--- src/rtl/shift_unit_pipe.sv ---
// Pipelined funnel shifter functional unit for the Tomasulo back end.
// Results are broadcast on the CDB tagged with TAG; an un-granted result is held in place.
package shift_unit_pkg;
  localparam int DWIDTH = 32;

  typedef enum logic [3:0] {
    NO_VAL  = 4'd0,
    SHIFT_1 = 4'd1,
    SHIFT_2 = 4'd2
  } rs_tag_t;

  typedef enum logic [3:0] {
    SLLR, SLLI, SRLR, SRLI, SRAR, SRAI, SRR, SRRI, SLR, SLRI
  } shift_op_t;

  typedef struct packed {
    rs_tag_t             tag;
    logic [DWIDTH-1:0]   val;
  } cdb_t;
endpackage

module shift_unit_pipe
  import shift_unit_pkg::*;
#(
  parameter rs_tag_t TAG       = SHIFT_1,
  parameter int      DATA_W    = DWIDTH,
  parameter int      STAGES    = 2,
  parameter bit      ROTATE_EN = 1'b0
) (
  input  logic              clk_i,
  input  logic              rst_ni,
  input  logic              valid_i,
  output logic              ready_o,
  input  shift_op_t         oper_i,
  input  logic [DATA_W-1:0] rs1_val_i,
  input  logic [DATA_W-1:0] rs2_val_i,
  input  logic              flush_i,
  input  logic              cdb_grant_i,
  output logic              busy_o,
  output cdb_t              cdb_term_o
);

  localparam int SH_W = $clog2(DATA_W);
  localparam int FW   = 2 * DATA_W - 1;

  // Applies the funnel levels owned by stage grp; levels run from the largest shift down.
  function automatic logic [FW-1:0] funnel_levels(input logic [FW-1:0] z,
                                                  input logic [SH_W-1:0] sh,
                                                  input logic left,
                                                  input int grp);
    logic [FW-1:0] acc;
    acc = z;
    for (int lvl = 0; lvl < SH_W; lvl++) begin
      if (((lvl * STAGES) / SH_W == grp) && (sh[SH_W-1-lvl] ^ left))
        acc = acc >> (1 << (SH_W - 1 - lvl));
    end
    return acc;
  endfunction

  logic              w_advance;
  logic              w_legal;
  logic              w_left;
  logic [DATA_W-2:0] w_hi;
  logic              w_mid;
  logic [DATA_W-2:0] w_lo;
  logic [FW-1:0]     w_z_in;
  logic [SH_W-1:0]   w_shamt;
  logic              w_unused_rs2;
  logic              w_unused_z;

  logic [FW-1:0]     r_z_p    [STAGES];
  logic [SH_W-1:0]   r_sh_p   [STAGES];
  logic [STAGES-1:0] r_left_p;
  logic [STAGES-1:0] r_vld_p;
  logic [FW-1:0]     w_z_next [STAGES];
  logic              r_out_vld;
  logic [DATA_W-1:0] r_out_val;

  assign w_advance    = ~r_out_vld | cdb_grant_i;
  assign ready_o      = w_advance;
  assign busy_o       = (|r_vld_p) | r_out_vld;
  assign w_shamt      = rs2_val_i[SH_W-1:0];
  assign w_unused_rs2 = ^rs2_val_i[DATA_W-1:SH_W];

  // Left shifts and left rotates become right shifts by the inverted amount.
  always_comb begin
    w_legal = 1'b1;
    w_left  = 1'b0;
    w_hi    = '0;
    w_mid   = rs1_val_i[DATA_W-1];
    w_lo    = rs1_val_i[DATA_W-2:0];
    case (oper_i)
      SLLR, SLLI: begin
        w_hi   = rs1_val_i[DATA_W-1:1];
        w_mid  = rs1_val_i[0];
        w_lo   = '0;
        w_left = 1'b1;
      end
      SRLR, SRLI: ;
      SRAR, SRAI: w_hi = {(DATA_W-1){rs1_val_i[DATA_W-1]}};
      SRR, SRRI: begin
        w_hi    = rs1_val_i[DATA_W-2:0];
        w_legal = ROTATE_EN;
      end
      SLR, SLRI: begin
        w_hi    = rs1_val_i[DATA_W-1:1];
        w_mid   = rs1_val_i[0];
        w_lo    = rs1_val_i[DATA_W-1:1];
        w_left  = 1'b1;
        w_legal = ROTATE_EN;
      end
      default: w_legal = 1'b0;
    endcase
  end

  assign w_z_in = {w_hi, w_mid, w_lo};

  for (genvar g = 0; g < STAGES; g++) begin : g_lvl
    assign w_z_next[g] = funnel_levels(r_z_p[g], r_sh_p[g], r_left_p[g], g);
  end

  assign w_unused_z = ^w_z_next[STAGES-1][FW-1:DATA_W];

  // Stage valids and output valid; illegal ops enter as bubbles.
  always_ff @(posedge clk_i or negedge rst_ni) begin
    if (!rst_ni) begin
      r_vld_p   <= '0;
      r_out_vld <= 1'b0;
    end else if (flush_i) begin
      r_vld_p   <= '0;
      r_out_vld <= 1'b0;
    end else if (w_advance) begin
      r_vld_p[0] <= valid_i & w_legal;
      for (int i = 1; i < STAGES; i++) r_vld_p[i] <= r_vld_p[i-1];
      r_out_vld <= r_vld_p[STAGES-1];
    end
  end

  // p0 captures the funnel; each later boundary applies its group of levels.
  always_ff @(posedge clk_i) begin
    if (w_advance) begin
      r_z_p[0]    <= w_z_in;
      r_sh_p[0]   <= w_shamt;
      r_left_p[0] <= w_left;
      for (int i = 1; i < STAGES; i++) begin
        r_z_p[i]    <= w_z_next[i-1];
        r_sh_p[i]   <= r_sh_p[i-1];
        r_left_p[i] <= r_left_p[i-1];
      end
      r_out_val <= w_z_next[STAGES-1][DATA_W-1:0];
    end
  end

  always_comb begin
    cdb_term_o.tag = NO_VAL;
    cdb_term_o.val = '0;
    if (r_out_vld) begin
      cdb_term_o.tag = TAG;
      cdb_term_o.val = DWIDTH'(r_out_val);
    end
  end

endmodule
--- config.mk ---
export PLATFORM = sky130hd
export DESIGN_NAME = shift_unit_pipe
export DESIGN_NICKNAME = d
export VERILOG_FILES = /design/src/rtl/shift_unit_pipe.sv
export SDC_FILE = /design/constraint.sdc
export NUM_CORES = 1
export LEC_CHECK = 0
export ABC_CLOCK_PERIOD_IN_PS = 4750
export CORE_ASPECT_RATIO = 1.4
export CORE_MARGIN = 4
export CORE_UTILIZATION = 51
export CTS_CLUSTER_SIZE = 8
export DETAILED_ROUTE_END_ITERATION = 16
export MAX_ROUTING_LAYER = met4
export PLACE_DENSITY = 0.78
export SLEW_MARGIN = 20
export SYNTH_ARGS = -nofsm -noshare
export SYNTH_HDL_FRONTEND = slang
export SYNTH_SLANG_ARGS = --single-unit
--- constraint.sdc ---
create_clock -name clk_i -period 4.75 [get_ports clk_i]
set_input_delay 0.95 -clock clk_i [delete_from_list [all_inputs] [get_ports clk_i]]
set_output_delay 0.95 -clock clk_i [all_outputs]
set_load 0.02 [all_outputs]
==> metrics, run 1 <==
Site Rows=56; Total Wirelength=24.4 mm; Cell Pwr Density=between 300 and 400 mW/mm²; GRT overflow=0; clock-pin slew on the worst setup and hold paths=~0.06 ns; Yosys top cell area share=between 40% and 50%; fraction of registers with async set/reset=about 2.1%; FMAX=about 0.28 GHz; clock tree from TritonCTS=built; status=completed; met2 GRT Util=between 40 and 50%; cts bufs inserted=17; Top FF cell, synth=edfxtp_1; Post-Layout Cell Count=1,073; cts hold-fix bufs=0; gr busiest metal=met2; routed wire length per instance=between 20 and 25 µm; placement-stage cell area=just under 0.01 mm²; starting density of the core=52.6%; number of setup buffers added after CTS=0; top post-synthesis cells by area=edfxtp_1 47%, mux2i_1 11%, o221ai_1 4.2%; crit-path max FO=4; Final Power=~3.9 mW; GR Layer Usage met1=a little under 30%; maxcap violations=0; Worst EP arrival=2.61 ns; worst skew pair latency=approximately 0.42 ns; initial antenna violation count=0; final setup TNS=0 ns; fin nets=between 900 and 1,000; most frequent cells in the layout=139 x edfxtp_1, 102 x mux2i_1, 79 x clkdlybuf4s50_1; PostCTS Resize Cnt=0; # IOs=between 100 and 150; cell taking the most area after synthesis=edfxtp_1; Synthesis Warnings=0; first-pass GRT wire length=~38 mm; Synth Instances=around 800; Worst VDD drop=around 230 µV; Final Max Tran Viols=0; # placed instances=between 1,000 and 1,500; Total GRT Usage=between 20% and 30%; Die H=about 160 µm; post-synthesis register bit count=142; syn avg cell area=approximately 11 µm²; share of layout cells above drive strength 1=approximately 8.6%; startpoint types=input port; relative slew slack=a little over a third; commonest non-fill, non-tap cell in the layout=edfxtp_1; largest net degree at the start of global routing=between 100 and 150; Tmin final=~3.6 ns; Detailed Place HPWL=17.1 mm; final setup fails=0; vias in the first global route=around 6,700; area delta synth->final=15.9%; LEAKAGE=4.01 nW; Synth cell types=58; port buffer count=~80; via count=about 7,000; GP Congestion=roughly 0.94; Die W=about 120 µm; clock sink total=142; Vias/cell=6.66; Antenna Nets Post-Route=0; Die ar.=~0.020 mm²; number of diodes=0; number of enable flip-flop cells after synthesis=139; final period utilization=about three quarters; Worst R2R Setup Slack=approximately 1.4 ns; Post-Syn Area=roughly 0.0089 mm²; Worst Path Required=~3.8 ns; CTS Buffer Depth=2; Final Cell Area=roughly 0.010 mm²; grt met3 use=3.70%; Slew @ Worst Pin=around 0.95 ns; drt first pass iters=7; sequential fraction of the synthesis area=between 40 and 50%; Crit Path Class=input port to primary output; # H-tree levels=4; Core ar.=0.0170 mm²; final hold slack=between 0.4 and 0.5 ns; root cell of the clock tree=clkbuf_16; critical path capture point type=primary output; Detailed Route Iter0 Violations=865; RSZ-0062 raised after global routing=no; clk_skew=about 0.009 ns; DR DRC count=0; Worst Hold Class=flop to flop; Final Hold Vio Count=0
## routing by layer
metal / wire length (µm) / up-vias
li1: - / 3282
met1: 9030 / 3409
met2: 12700 / 369
met3: 1530 / 81
met4: 1140 / 0
met5: 0 / -
## where the power goes
group	switching, mW	internal, mW
logic	0.390	0.300
clock network	0.503	0.932
registers	0.132	1.60
total	1.02	2.83
## synth_stat cells, types with 4 or more instances
| cell | count |
|---|---|
| o221ai_1 | 43 |
| buf_2 | 28 |
| a221oi_1 | 20 |
| o21ai_0 | 24 |
| o22ai_1 | 37 |
| or3_1 | 6 |
| nor2b_1 | 8 |
| mux2i_1 | 102 |
| edfxtp_1 | 139 |
| a21oi_1 | 15 |
| mux2_2 | 6 |
| a221o_1 | 36 |
| nand2_1 | 78 |
| nand2b_1 | 7 |
| buf_6 | 5 |
| a222oi_1 | 10 |
| buf_4 | 9 |
| nor2_1 | 12 |
| clkbuf_1 | 45 |
| o211a_1 | 5 |
| o21a_1 | 4 |
| nand3_1 | 33 |
| a22oi_1 | 24 |
| and3_1 | 13 |
| a22o_1 | 4 |
| and2_1 | 35 |
## state kept, by name, indices dropped and copies added, names as in the netlist
name and cells:
r_sh_p 7, r_out_vld 1, r_vld_p 2, r_left_p 2, r_out_val 32, r_z_p 98
## cells by family (layout without fill, tap and decap cells)
| logic type | count (synthesis) | in the layout | synth area share, % |
|---|---|---|---|
| AOI/OAI and AO/OA | 243 | 243 | 21.5 |
| and+or+nand+nor | 208 | 208 | 11.9 |
| DFF | 142 | 142 | 47.7 |
| muxes | 110 | 110 | 12.7 |
| buffers and inverters | 95 | 132 | 5.63 |
| xor gates and xnor gates | 3 | 3 | 0.505 |
| other | 1 | 3 | 0.0421 |
## cell type report
class,count,area (µm²)
clock buffer,18,429
clock inverter,14,218
tap,232,290
fill,1391,6630
timing repair buffer,97,938
sequential,142,4250
inverter,3,15.0
multi-input combinational,567,4190
## critical path, cell delays in order
cell	delay, ns
clkdlybuf4s50_1	0.40
nor2b_1	0.33
clkinvlp_4	0.32
clkdlybuf4s50_1	0.61
## per-stage QoR
step / setup slack (ns) / utilization (%)
finish: 1.19 / 60.9
global route: 1.07 / 60.9
CTS: 1.14 / 60.9
detailed placement: 1.19 / 57.1
global placement: 1.19 / 57.1
floorplan: 0.842 / -
## path summary, 6_finish.rpt
kind / start / end / depth (start not counted)
min in group asynchronous: rst_ni / r_vld_p[0] / 1
max in group asynchronous: rst_ni / r_out_vld / 1
setup reg to reg: r_left_p[0] / r_z_p[0][97] / 4
hold / removal: r_sh_p[0][1] / r_sh_p[0][6] / 0
hold reg to reg: r_sh_p[0][1] / r_sh_p[0][6] / 0
setup / recovery: cdb_grant_i / ready_o / 4
Power figures use the tool's default switching activity.
==> run 2: changes to the inputs <==
--- a/config.mk
+++ b/config.mk
@@ -5,7 +5,7 @@
 export SDC_FILE = /design/constraint.sdc
 export NUM_CORES = 1
 export LEC_CHECK = 0
-export ABC_CLOCK_PERIOD_IN_PS = 4750
+export ABC_CLOCK_PERIOD_IN_PS = 3000
 export CORE_ASPECT_RATIO = 1.4
 export CORE_MARGIN = 4
 export CORE_UTILIZATION = 51
==> constraint.sdc (replaced) <==
create_clock -name clk_i -period 3 [get_ports clk_i]
set_input_delay 0.6 -clock clk_i [delete_from_list [all_inputs] [get_ports clk_i]]
set_output_delay 0.6 -clock clk_i [all_outputs]
set_load 0.02 [all_outputs]
==> run 2 against run 1 <==
Effect of this change: global-route usage fell by 0.44 points; clock skew rose by 0.0077 ns; largest cell class unchanged; first-iteration DRC count fell by 2.8%; critical endpoint unchanged; worst hold slack got worse by 0.040 ns; register-to-register slack got worse by 0.96 ns; power rose by 54%; via count rose by 3.1%; sequential share of layout area fell by 0.44 points; routed wire length fell by 0.30%; final cell count rose by 1.9%.
==> metrics, run 2 (same netlist as run 1, synthesis figures left out) <==
largest net degree at the start of global routing=120; Regs by FF count=r_z_p: 98 flops, r_out_val: 32 flops, r_sh_p: 7 flops; GRT overflow=0; Layout Utilization=61.6%; share of layout cells above drive strength 1=roughly a tenth; Final Cell Area=about 0.010 mm²; RSZ-0062 raised after global routing=no; Final Max Tran Viols=0; placement-stage cell area=about 0.01 mm²; commonest non-fill, non-tap cell in the layout=edfxtp_1; fin nets=between 900 and 1,000; combinational share of power=between 10% and 20%; max FFs per register=98; most frequent cells in the layout=139 x edfxtp_1, 102 x mux2i_1, 79 x clkdlybuf4s50_1; Worst Path Required=around 2.4 ns; final setup TNS=0 ns; drt first pass iters=8; DR DRC count=0; Clk pwr share=between 30% and 40%; vias in the first global route=~7,000; Worst R2R Setup Slack=0.44 ns; Die W=around 120 µm; Die H=164 µm; PostCTS Resize Cnt=0; crit-path max FO=4; # placed instances=roughly 1,100; Vias/cell=slightly below 7; number of diodes=0; area delta synth->final=17.1%; startpoint types=input port; Tmin final=2.66 ns; clk_skew=approximately 0.017 ns; Worst Hold Class=input port to async pin; Pint=between 4 and 5 mW; cts bufs inserted=17; Site Rows=56; number of setup buffers added after CTS=0; Worst EP arrival=2.06 ns; port buffer count=79; Cell Pwr Density=approximately 570 mW/mm²; # H-tree levels=4; first-pass GRT wire length=roughly 38 mm; DP Worst Slack=approximately 0.33 ns; final setup margin=0.345 ns; start of the worst register-to-register path=r_left_p[0]; via count=7,364; final setup fails=0; Final Hold Vio Count=0; final period utilization=88.5%; Antenna Nets Post-Route=0; Total Wirelength=~24 mm; clock-pin slew on the worst setup and hold paths=~0.06 ns; Total GRT Usage=25.3%; Core ar.=0.0170 mm²; Switch Pwr=~1.6 mW; routed wire length per instance=between 20 and 25 µm; Top reg by flops=r_z_p; Crit Path Class=input port to primary output; root cell of the clock tree=clkbuf_16; clock sink total=142; status=completed; LEAKAGE=roughly 4 nW; starting density of the core=between 50% and 60%; Slew @ Worst Pin=just over 0.9 ns; final hold slack=0.374 ns; Sw Share=a little over a quarter; cts hold-fix bufs=0; Final Power=5.92 mW; Sequential Power Share=a little under half; clock tree from TritonCTS=built; FMAX=0.377 GHz; Detailed Place HPWL=17.4 mm; critical path capture point type=primary output; r2r endpoint=r_z_p[0][70]; r2r worst-path depth=4; worst skew pair latency=about 0.4 ns; Detailed Route Iter0 Violations=approximately 840; Worst VDD drop=328 µV; Die ar.=between 0.015 and 0.02 mm²; GP Congestion=0.962; relative slew slack=between 30% and 40%; CTS Buffer Depth=2; initial antenna violation count=0; # IOs=about 110; maxcap violations=0; Post-Layout Cell Count=around 1,100
==> run 2: area by class of cell <==
class | instances | area (µm²)
well taps | 232 | 290
clock inverters | 11 | 144
multi-input cells | 567 | 4200
inverters | 3 | 15.0
clock buffers | 20 | 437
fillers | 1408 | 6520
repair buffers | 118 | 1110
flip-flops and latches | 142 | 4250
==> run 2: worst max-delay path, cell delays in order <==
cell,delay (ns)
clkdlybuf4s50_1,0.44
nor2b_4,0.19
clkinvlp_4,0.22
clkdlybuf4s50_1,0.60
==> run 2: how the worst max path moves through the flow <==
| stage | startpoint | to | cells after the start | slack [ns] |
|---|---|---|---|---|
| 6_report | cdb_grant_i | ready_o | 4 | 0.34 |
| 5_1_grt | r_out_vld | ready_o | 3 | 0.27 |
| 4_1_cts | r_out_vld | ready_o | 3 | 0.32 |
| 3_5_place_dp | cdb_grant_i | ready_o | 4 | 0.33 |
| 3_3_place_gp | cdb_grant_i | ready_o | 4 | 0.33 |
| 2_1_floorplan | cdb_grant_i | r_left_p[0] | 2 | -0.31 |
==> run 2: power groups by stage <==
| stage | Sequential, mW | Clock [mW] | Combinational, mW |
|---|---|---|---|
| floorplan | 2.65 | 0 | 0.809 |
| global placement | 2.75 | 0 | 1.05 |
| detailed placement | 2.77 | 0 | 1.08 |
| CTS | 2.73 | 2.10 | 1.09 |
| global route | 2.76 | 2.19 | 1.19 |
| finish | 2.74 | 2.07 | 1.11 |
==> run 2: per-layer routing <==
| layer | routed length (µm) | GRT usage, % | up-vias |
|---|---|---|---|
| met3 | 1820 | 2.98 | 86 |
| met2 | 12200 | 43.7 | 482 |
| met5 | 0 | - | - |
| met4 | 1370 | 15.0 | 0 |
| li1 | - | - | 3317 |
| met1 | 8870 | 28.3 | 3479 |
